**src/rtl/imem_arbiter.sv**
```systemverilog
// Shares the instruction memory between core fetch and a debug/loader port; grants are combinational, responses one cycle later.
// There is no backpressure: the loser simply sees no grant, and a debug request that keeps losing is forced through after MAX_WAIT cycles.
module imem_arbiter #(
   parameter int ADDR_W   = 32,
   parameter int DATA_W   = 32,
   parameter int MAX_WAIT = 4
) (
   input  logic              clk,
   input  logic              rst,
   input  logic              if_req_i,
   input  logic [ADDR_W-1:0] if_addr_i,
   output logic              if_gnt_o,
   output logic              if_rvalid_o,
   output logic [DATA_W-1:0] if_rdata_o,
   input  logic              dbg_req_i,
   input  logic              dbg_we_i,
   input  logic [ADDR_W-1:0] dbg_addr_i,
   input  logic [DATA_W-1:0] dbg_wdata_i,
   input  logic              dbg_halt_i,
   output logic              dbg_gnt_o,
   output logic              dbg_rvalid_o,
   output logic [DATA_W-1:0] dbg_rdata_o,
   output logic              halted_o,
   output logic              hold_o,
   output logic              mem_ce_o,
   output logic              mem_we_o,
   output logic [ADDR_W-1:0] mem_addr_o,
   output logic [DATA_W-1:0] mem_wdata_o,
   input  logic [DATA_W-1:0] mem_rdata_i
);

   typedef enum logic [1:0] {RUN, DRAIN, HALTED} state_t;

   typedef struct packed {
      logic vld;
      logic owner;   // 1 = debug, 0 = fetch
      logic wr;
   } tag_t;

   localparam logic [3:0] MAX_W = MAX_WAIT[3:0];

   state_t     state, state_nxt;
   tag_t       tag, tag_nxt;
   logic [3:0] wait_cnt, wait_cnt_nxt;

   always_comb begin
      state_nxt    = state;
      if_gnt_o     = 1'b0;
      dbg_gnt_o    = 1'b0;
      wait_cnt_nxt = 4'd0;
      case (state)
         RUN: begin
            dbg_gnt_o = dbg_req_i & (~if_req_i | (wait_cnt == MAX_W));
            if_gnt_o  = if_req_i & ~dbg_gnt_o;
            if (dbg_req_i && !dbg_gnt_o)
               wait_cnt_nxt = (wait_cnt == MAX_W) ? wait_cnt : wait_cnt + 4'd1;
            if (dbg_halt_i)
               state_nxt = DRAIN;
         end
         DRAIN: begin
            // No grants are issued here, so any fetch response in flight on entry completes this cycle.
            if (!dbg_halt_i)
               state_nxt = RUN;
            else if (!(tag_nxt.vld && !tag_nxt.owner))
               state_nxt = HALTED;
         end
         HALTED: begin
            dbg_gnt_o = dbg_req_i;
            if (!dbg_halt_i)
               state_nxt = RUN;
         end
         default: state_nxt = RUN;
      endcase
      // Grants stay low while reset is asserted so every output reads 0.
      if (!rst) begin
         if_gnt_o  = 1'b0;
         dbg_gnt_o = 1'b0;
      end
   end

   always_comb begin
      tag_nxt.vld   = if_gnt_o | dbg_gnt_o;
      tag_nxt.owner = dbg_gnt_o;
      tag_nxt.wr    = dbg_gnt_o & dbg_we_i;
   end

   always_comb begin
      mem_ce_o    = if_gnt_o | dbg_gnt_o;
      mem_we_o    = dbg_gnt_o & dbg_we_i;
      mem_addr_o  = '0;
      mem_wdata_o = '0;
      if (dbg_gnt_o) begin
         mem_addr_o  = dbg_addr_i;
         mem_wdata_o = dbg_wdata_i;
      end else if (if_gnt_o) begin
         mem_addr_o  = if_addr_i;
      end
   end

   always_ff @(posedge clk or negedge rst) begin
      if (!rst) begin
         state    <= RUN;
         tag      <= '0;
         wait_cnt <= 4'd0;
      end else begin
         state    <= state_nxt;
         tag      <= tag_nxt;
         wait_cnt <= wait_cnt_nxt;
      end
   end

   always_comb begin
      if_rvalid_o  = tag.vld & ~tag.owner;
      dbg_rvalid_o = tag.vld & tag.owner;
      if_rdata_o   = if_rvalid_o ? mem_rdata_i : '0;
      dbg_rdata_o  = (dbg_rvalid_o && !tag.wr) ? mem_rdata_i : '0;
      hold_o       = (state != RUN);
      halted_o     = (state == HALTED);
   end

endmodule

```
**config.mk**
```make
export PLATFORM = sky130hd
export DESIGN_NAME = imem_arbiter
export DESIGN_NICKNAME = d
export VERILOG_FILES = /design/src/rtl/imem_arbiter.sv
export SDC_FILE = /design/constraint.sdc
export NUM_CORES = 1
export LEC_CHECK = 0
export CORE_AREA = 2 2 104 106
export CTS_CLUSTER_DIAMETER = 80
export DETAILED_ROUTE_END_ITERATION = 12
export DIE_AREA = 0 0 106 108
export PLACE_DENSITY = 0.65
export REMOVE_ABC_BUFFERS = 1
export SYNTH_ARGS = -nofsm -noshare
export SYNTH_HDL_FRONTEND = slang
export SYNTH_SLANG_ARGS = --single-unit
```
**constraint.sdc**
```tcl
create_clock -name clk -period 4.6 [get_ports clk]
set_clock_uncertainty 0.2 [all_clocks]
set_input_delay 0.46 -clock clk [delete_from_list [all_inputs] [get_ports clk]]
set_output_delay 0.46 -clock clk [all_outputs]
set_load 0.02 [all_outputs]
```
; Word level (Yosys, flattened, before mapping)
; Index checks and enable logic that the tools add are counted.
[classes]
n_addsub = 1
n_eq_ne = 7
n_mux = 17
n_bitwise = 10
n_reduce_logical = 9
[op_table]
columns = cell, n
row1 = $mux W32, 5
row2 = $mux W4, 3
row3 = $mux W2, 4
row4 = $ne A3 B3 Y1 const B, 2
row5 = $pmux W2 S3, 1
row6 = $and A1 B1 Y1, 5
row7 = $add A4 B1 Y4 const B, 1
row8 = $eq A4 B3 Y1 const B, 1
row9 = $ne A2 B2 Y1 const B, 2
row10 = $logic_and A1 B1 Y1, 3
row11 = $logic_not A1 Y1, 3
row12 = $mux W1, 3
row13 = $not A1 Y1, 3
row14 = $reduce_and A3 Y1, 1
row15 = $eq A2 B1 Y1 const B, 1
row16 = $eq A2 B2 Y1 const B, 1
row17 = $logic_not A2 Y1, 1
row18 = $or A1 B1 Y1, 2
row19 = $pmux W1 S2, 1
row20 = $reduce_bool A2 Y1, 1
[word_totals]
register_bits = 9
input_bits = 134
word_cells = 49

; Logic depth before layout (Yosys ltp)
[depth]
depth_word = 12
mapped_depth = 7
depth_no_buf = 5

; Least setup slack after synthesis
; Ideal clock, no wire load.
[synth_path]
kind = register to output
from = register wait_cnt[0]
to = output mem_addr_o[22]
arrival_time_ns = 1.745
required_ns = 3.940
slack_ns = 2.195
path_stages_with_launch = 7
n_path_buf = 1
path_cell_list = dfrtp_1 -> inv_1 -> ha_1 -> and3b_1 -> a211oi_2 -> buf_2 -> a22o_1
[synth_via]
elab_chain_cells = 9
elab_cells_between_ends = 11
classes_between = eq/ne: 1 / mux: 6 / bitwise: 4
[synth_lines]
columns = element, line_no
row1 = start: declaration, 44  ; logic [3:0] wait_cnt, wait_cnt_nxt;
row2 = start signal: assignment, 108  ; wait_cnt <= wait_cnt_nxt;
row3 = $eq A4 B3 Y1, 53  ; dbg_gnt_o = dbg_req_i & (~if_req_i | (wait_cnt == MAX_W));
row4 = $or A1 B1 Y1, 53
row5 = $and A1 B1 Y1, 53
row6 = $not A1 Y1, 54  ; if_gnt_o = if_req_i & ~dbg_gnt_o;
row7 = $and A1 B1 Y1, 54
row8 = $mux W1, 51  ; case (state)
row9 = $mux W1, 75  ; if (!rst) begin
row10 = net if_gnt_o, 12  ; output logic if_gnt_o,
row11 = $mux W32, 95  ; end else if (if_gnt_o) begin
row12 = $mux W32, 92  ; if (dbg_gnt_o) begin
row13 = end: declaration, 27  ; output logic [ADDR_W-1:0] mem_addr_o,
; The timed path passes the listed nets, and every way through them passes these cells.

; Worst setup path after layout
[layout_path]
from = input rst
to = output mem_addr_o[28]
[layout_via]
elab_chain_cells = 3
elab_cells_between_ends = 4
classes_between = mux: 4
[layout_lines]
columns = element, line_no
row1 = start: declaration, 9  ; input logic rst,
row2 = $mux W1, 75
row3 = $mux W32, 95
row4 = $mux W32 (*), 92
; Every way passes the cells marked *; elsewhere a longest branch is shown, timed or not.

==> impl_metrics.json <==
{
  "setup_tns_ns": 0,
  "synth_edf_count": 0,
  "area_delta_synth_final_pct": 206,
  "vias_per_cell": 3.97,
  "syn_inst": 185,
  "min_period_ns": 3.52,
  "die_w_um": 106,
  "synth_most_common_cell": "and2_1",
  "rsz0062_at_grt": "no",
  "start_util_pct": 13.6,
  "synth-compound-area-share_pct": 22.6,
  "io_buffers": 269,
  "hold_depth": 1,
  "path_clk_slew_ns": 0.04,
  "yosysTopAreaCell": "and2_1",
  "cts_setup_buffers": 0,
  "synth-simple-area-share_pct": 51.9,
  "max-slew-margin-rel_pct": 62.6,
  "rows": 37,
  "yosys.area.top_type_share_pct": 44.5,
  "yosysSeqAreaShare_pct": 16.2,
  "cts_tree": "built",
  "ys_async_sr_fraction_pct": 100,
  "ys.flop_type": "dfrtp_1",
  "cts_buffer_depth": 2,
  "drv_cap": 0,
  "p_total_uw": 577,
  "totalWireLength_um": 8330,
  "pin_count": 270,
  "wl_per_cell_um": 14.3,
  "synth-xor-area-share_pct": 0,
  "tightestPinTransition_ns": 0.560,
  "yosysWarnings": 0,
  "synth_fa_ha_area_share_pct": 1.80,
  "fin_crit_sh_pct": 76.5,
  "startpoint_type": "input port",
  "ir_worst_vdd_mv": 0.0772,
  "drv_slew": 0,
  "htree_levels": 1,
  "grt_pass1_wl_um": 12000,
  "min_to": "wait_cnt[0]",
  "grt_overflow": 0,
  "synthTopCellsByCount": "99 x and2_1, 32 x a22o_1, 11 x clkbuf_1",
  "hold_violations": 0,
  "worstRegToRegCells": 6,
  "postCtsHoldBufs": 0,
  "synth.mux.area_fraction_pct": 0.719,
  "arrival_ns": 2.86,
  "holdCritStartpoint": "wait_cnt[0]",
  "cts_sinks": 9,
  "end_kind": "primary output",
  "layout.nets": 583,
  "diodes": 0,
  "outcome": "completed",
  "finish.utilization_pct": 41.6,
  "dieHeight_um": 108,
  "crit_fanout": 68,
  "synthTopCellsByArea": "and2_1 44%, a22o_1 20%, dfrtp_1 16%",
  "synth_top_family_by_area": "simple AND/OR/NAND/NOR gates",
  "fmax_mhz": 284,
  "cts_resized": 0,
  "antenna_found_initial": 0,
  "synth_cell_type_count": 23,
  "timing.rr.start": "wait_cnt[0]",
  "num-fill-cells": 1019,
  "setup_violations": 0,
  "grt_util_all_layers_pct": 13.2,
  "layout-drive-gt1-share_pct": 2.24,
  "place_hpwl_um": 7520,
  "r2r-end": "tag[2]",
  "drc_errors": 0,
  "syn_area_per_cell_um2": 7.53,
  "critPathKind": "input port to primary output",
  "dieArea_um2": 11400,
  "min_path_type": "flop to flop",
  "gp_congestion": 0.781,
  "required_ns": 3.94,
  "grt_pass1_vias": 2191,
  "cts_root_buf": "clkbuf_8",
  "power_density_nw_per_um2": 135,
  "p_leak_nw": 1.66,
  "core_um2": 10200,
  "vias": 2311,
  "synth_seq_cells": 9,
  "final_antenna_net_count": 0,
  "synth_area_um2": 1390,
  "numCtsBuffers": 3,
  "grt_max_degree": 69,
  "drt_iter0_markers": 74,
  "firstDrtPassIters": 4,
  "clk_latency_ns": 0.23,
  "rrSetupSlack_ns": 2.35
}
## per-layer routing
metal	vias up	wire length, um	track usage, %
met5	-	0	0
met4	0	128	3.48
met3	8	914	3.92
met2	158	4350	25.4
met1	1001	2940	14.0
li1	1144	-	-
## worst max-delay path, cell delays in order
cell and delay (ns):
clkdlybuf4s50_1 0.75, o311a_2 0.27, buf_4 0.45, a22o_1 0.26
clkdlybuf4s50_1 0.63
## worst max-delay path by stage
| stage | start | cells past startpoint | to |
|---|---|---|---|
| 2_1_floorplan | wait_cnt[0] | 5 | mem_addr_o[0] |
| 3_3_place_gp | rst | 5 | mem_addr_o[28] |
| 3_5_place_dp | rst | 5 | mem_addr_o[13] |
| 4_1_cts | rst | 5 | mem_addr_o[13] |
| 5_1_grt | rst | 5 | mem_addr_o[28] |
| 6_report | rst | 5 | mem_addr_o[28] |
## kinds of logic after synthesis
kind of cell / after synthesis
adder cells (fa/ha/maj): 2
AND/OR/NAND/NOR: 117
AO/OA/AOI/OAI: 36
buffers and inverters: 20
multiplexers: 1
flip-flops: 9
## per-stage QoR
stage / hold WS, ns / setup slack (ns) / cells / area [um2]
6_report: 0.298 / 1.08 / 582 / 4260
2_1_floorplan: -0.0356 / 1.38 / 169 / 1310
5_1_grt: 0.327 / 0.895 / 582 / 4260
4_1_cts: 0.305 / 1.04 / 582 / 4260
3_3_place_gp: 0.291 / 1.07 / 578 / 4220
3_5_place_dp: 0.298 / 1.05 / 578 / 4220
## cell usage in the layout, fill, tap and decap left out
cell type / n
clkdlybuf4s50_1: 269
and2_1: 99
a22o_1: 32
dfrtp_1: 9
nor2b_1: 5
inv_1: 4
buf_4: 4
nor2_1: 3
clkbuf_8: 3
nand3_1: 2
nand2b_1: 2
ha_1: 2
and3b_1: 1
o311a_2: 1
nand2_1: 1
a211oi_4: 1
or2_2: 1
mux2i_1: 1
nor3_1: 1
nand3b_1: 1
a21oi_1: 1
nor3b_1: 1
o21a_1: 1
clkbuf_1: 1
## sequential cells by signal (all words and copies together) (netlist names)
name,count
wait_cnt,4
tag,3
state,2
## final cells by class
cell class / instances / area, um2 / area share [%]
tap: 136 / 170 / 3.99
inverter: 4 / 15.0 / 0.352
sequential: 9 / 225 / 5.29
timing repair buffer: 273 / 2720 / 63.9
clock buffer: 4 / 45.0 / 1.06
multi-input combinational: 156 / 1080 / 25.4
## where the power goes
part	internal, mW	switching (mW)	total (mW)	leakage (nW)
sequential	0.0841	0.00379	0.0879	0.122
clock	0.0603	0.0299	0.0901	0.0228
combinational	0.233	0.166	0.399	1.52
(Power assumes the default switching activity.)
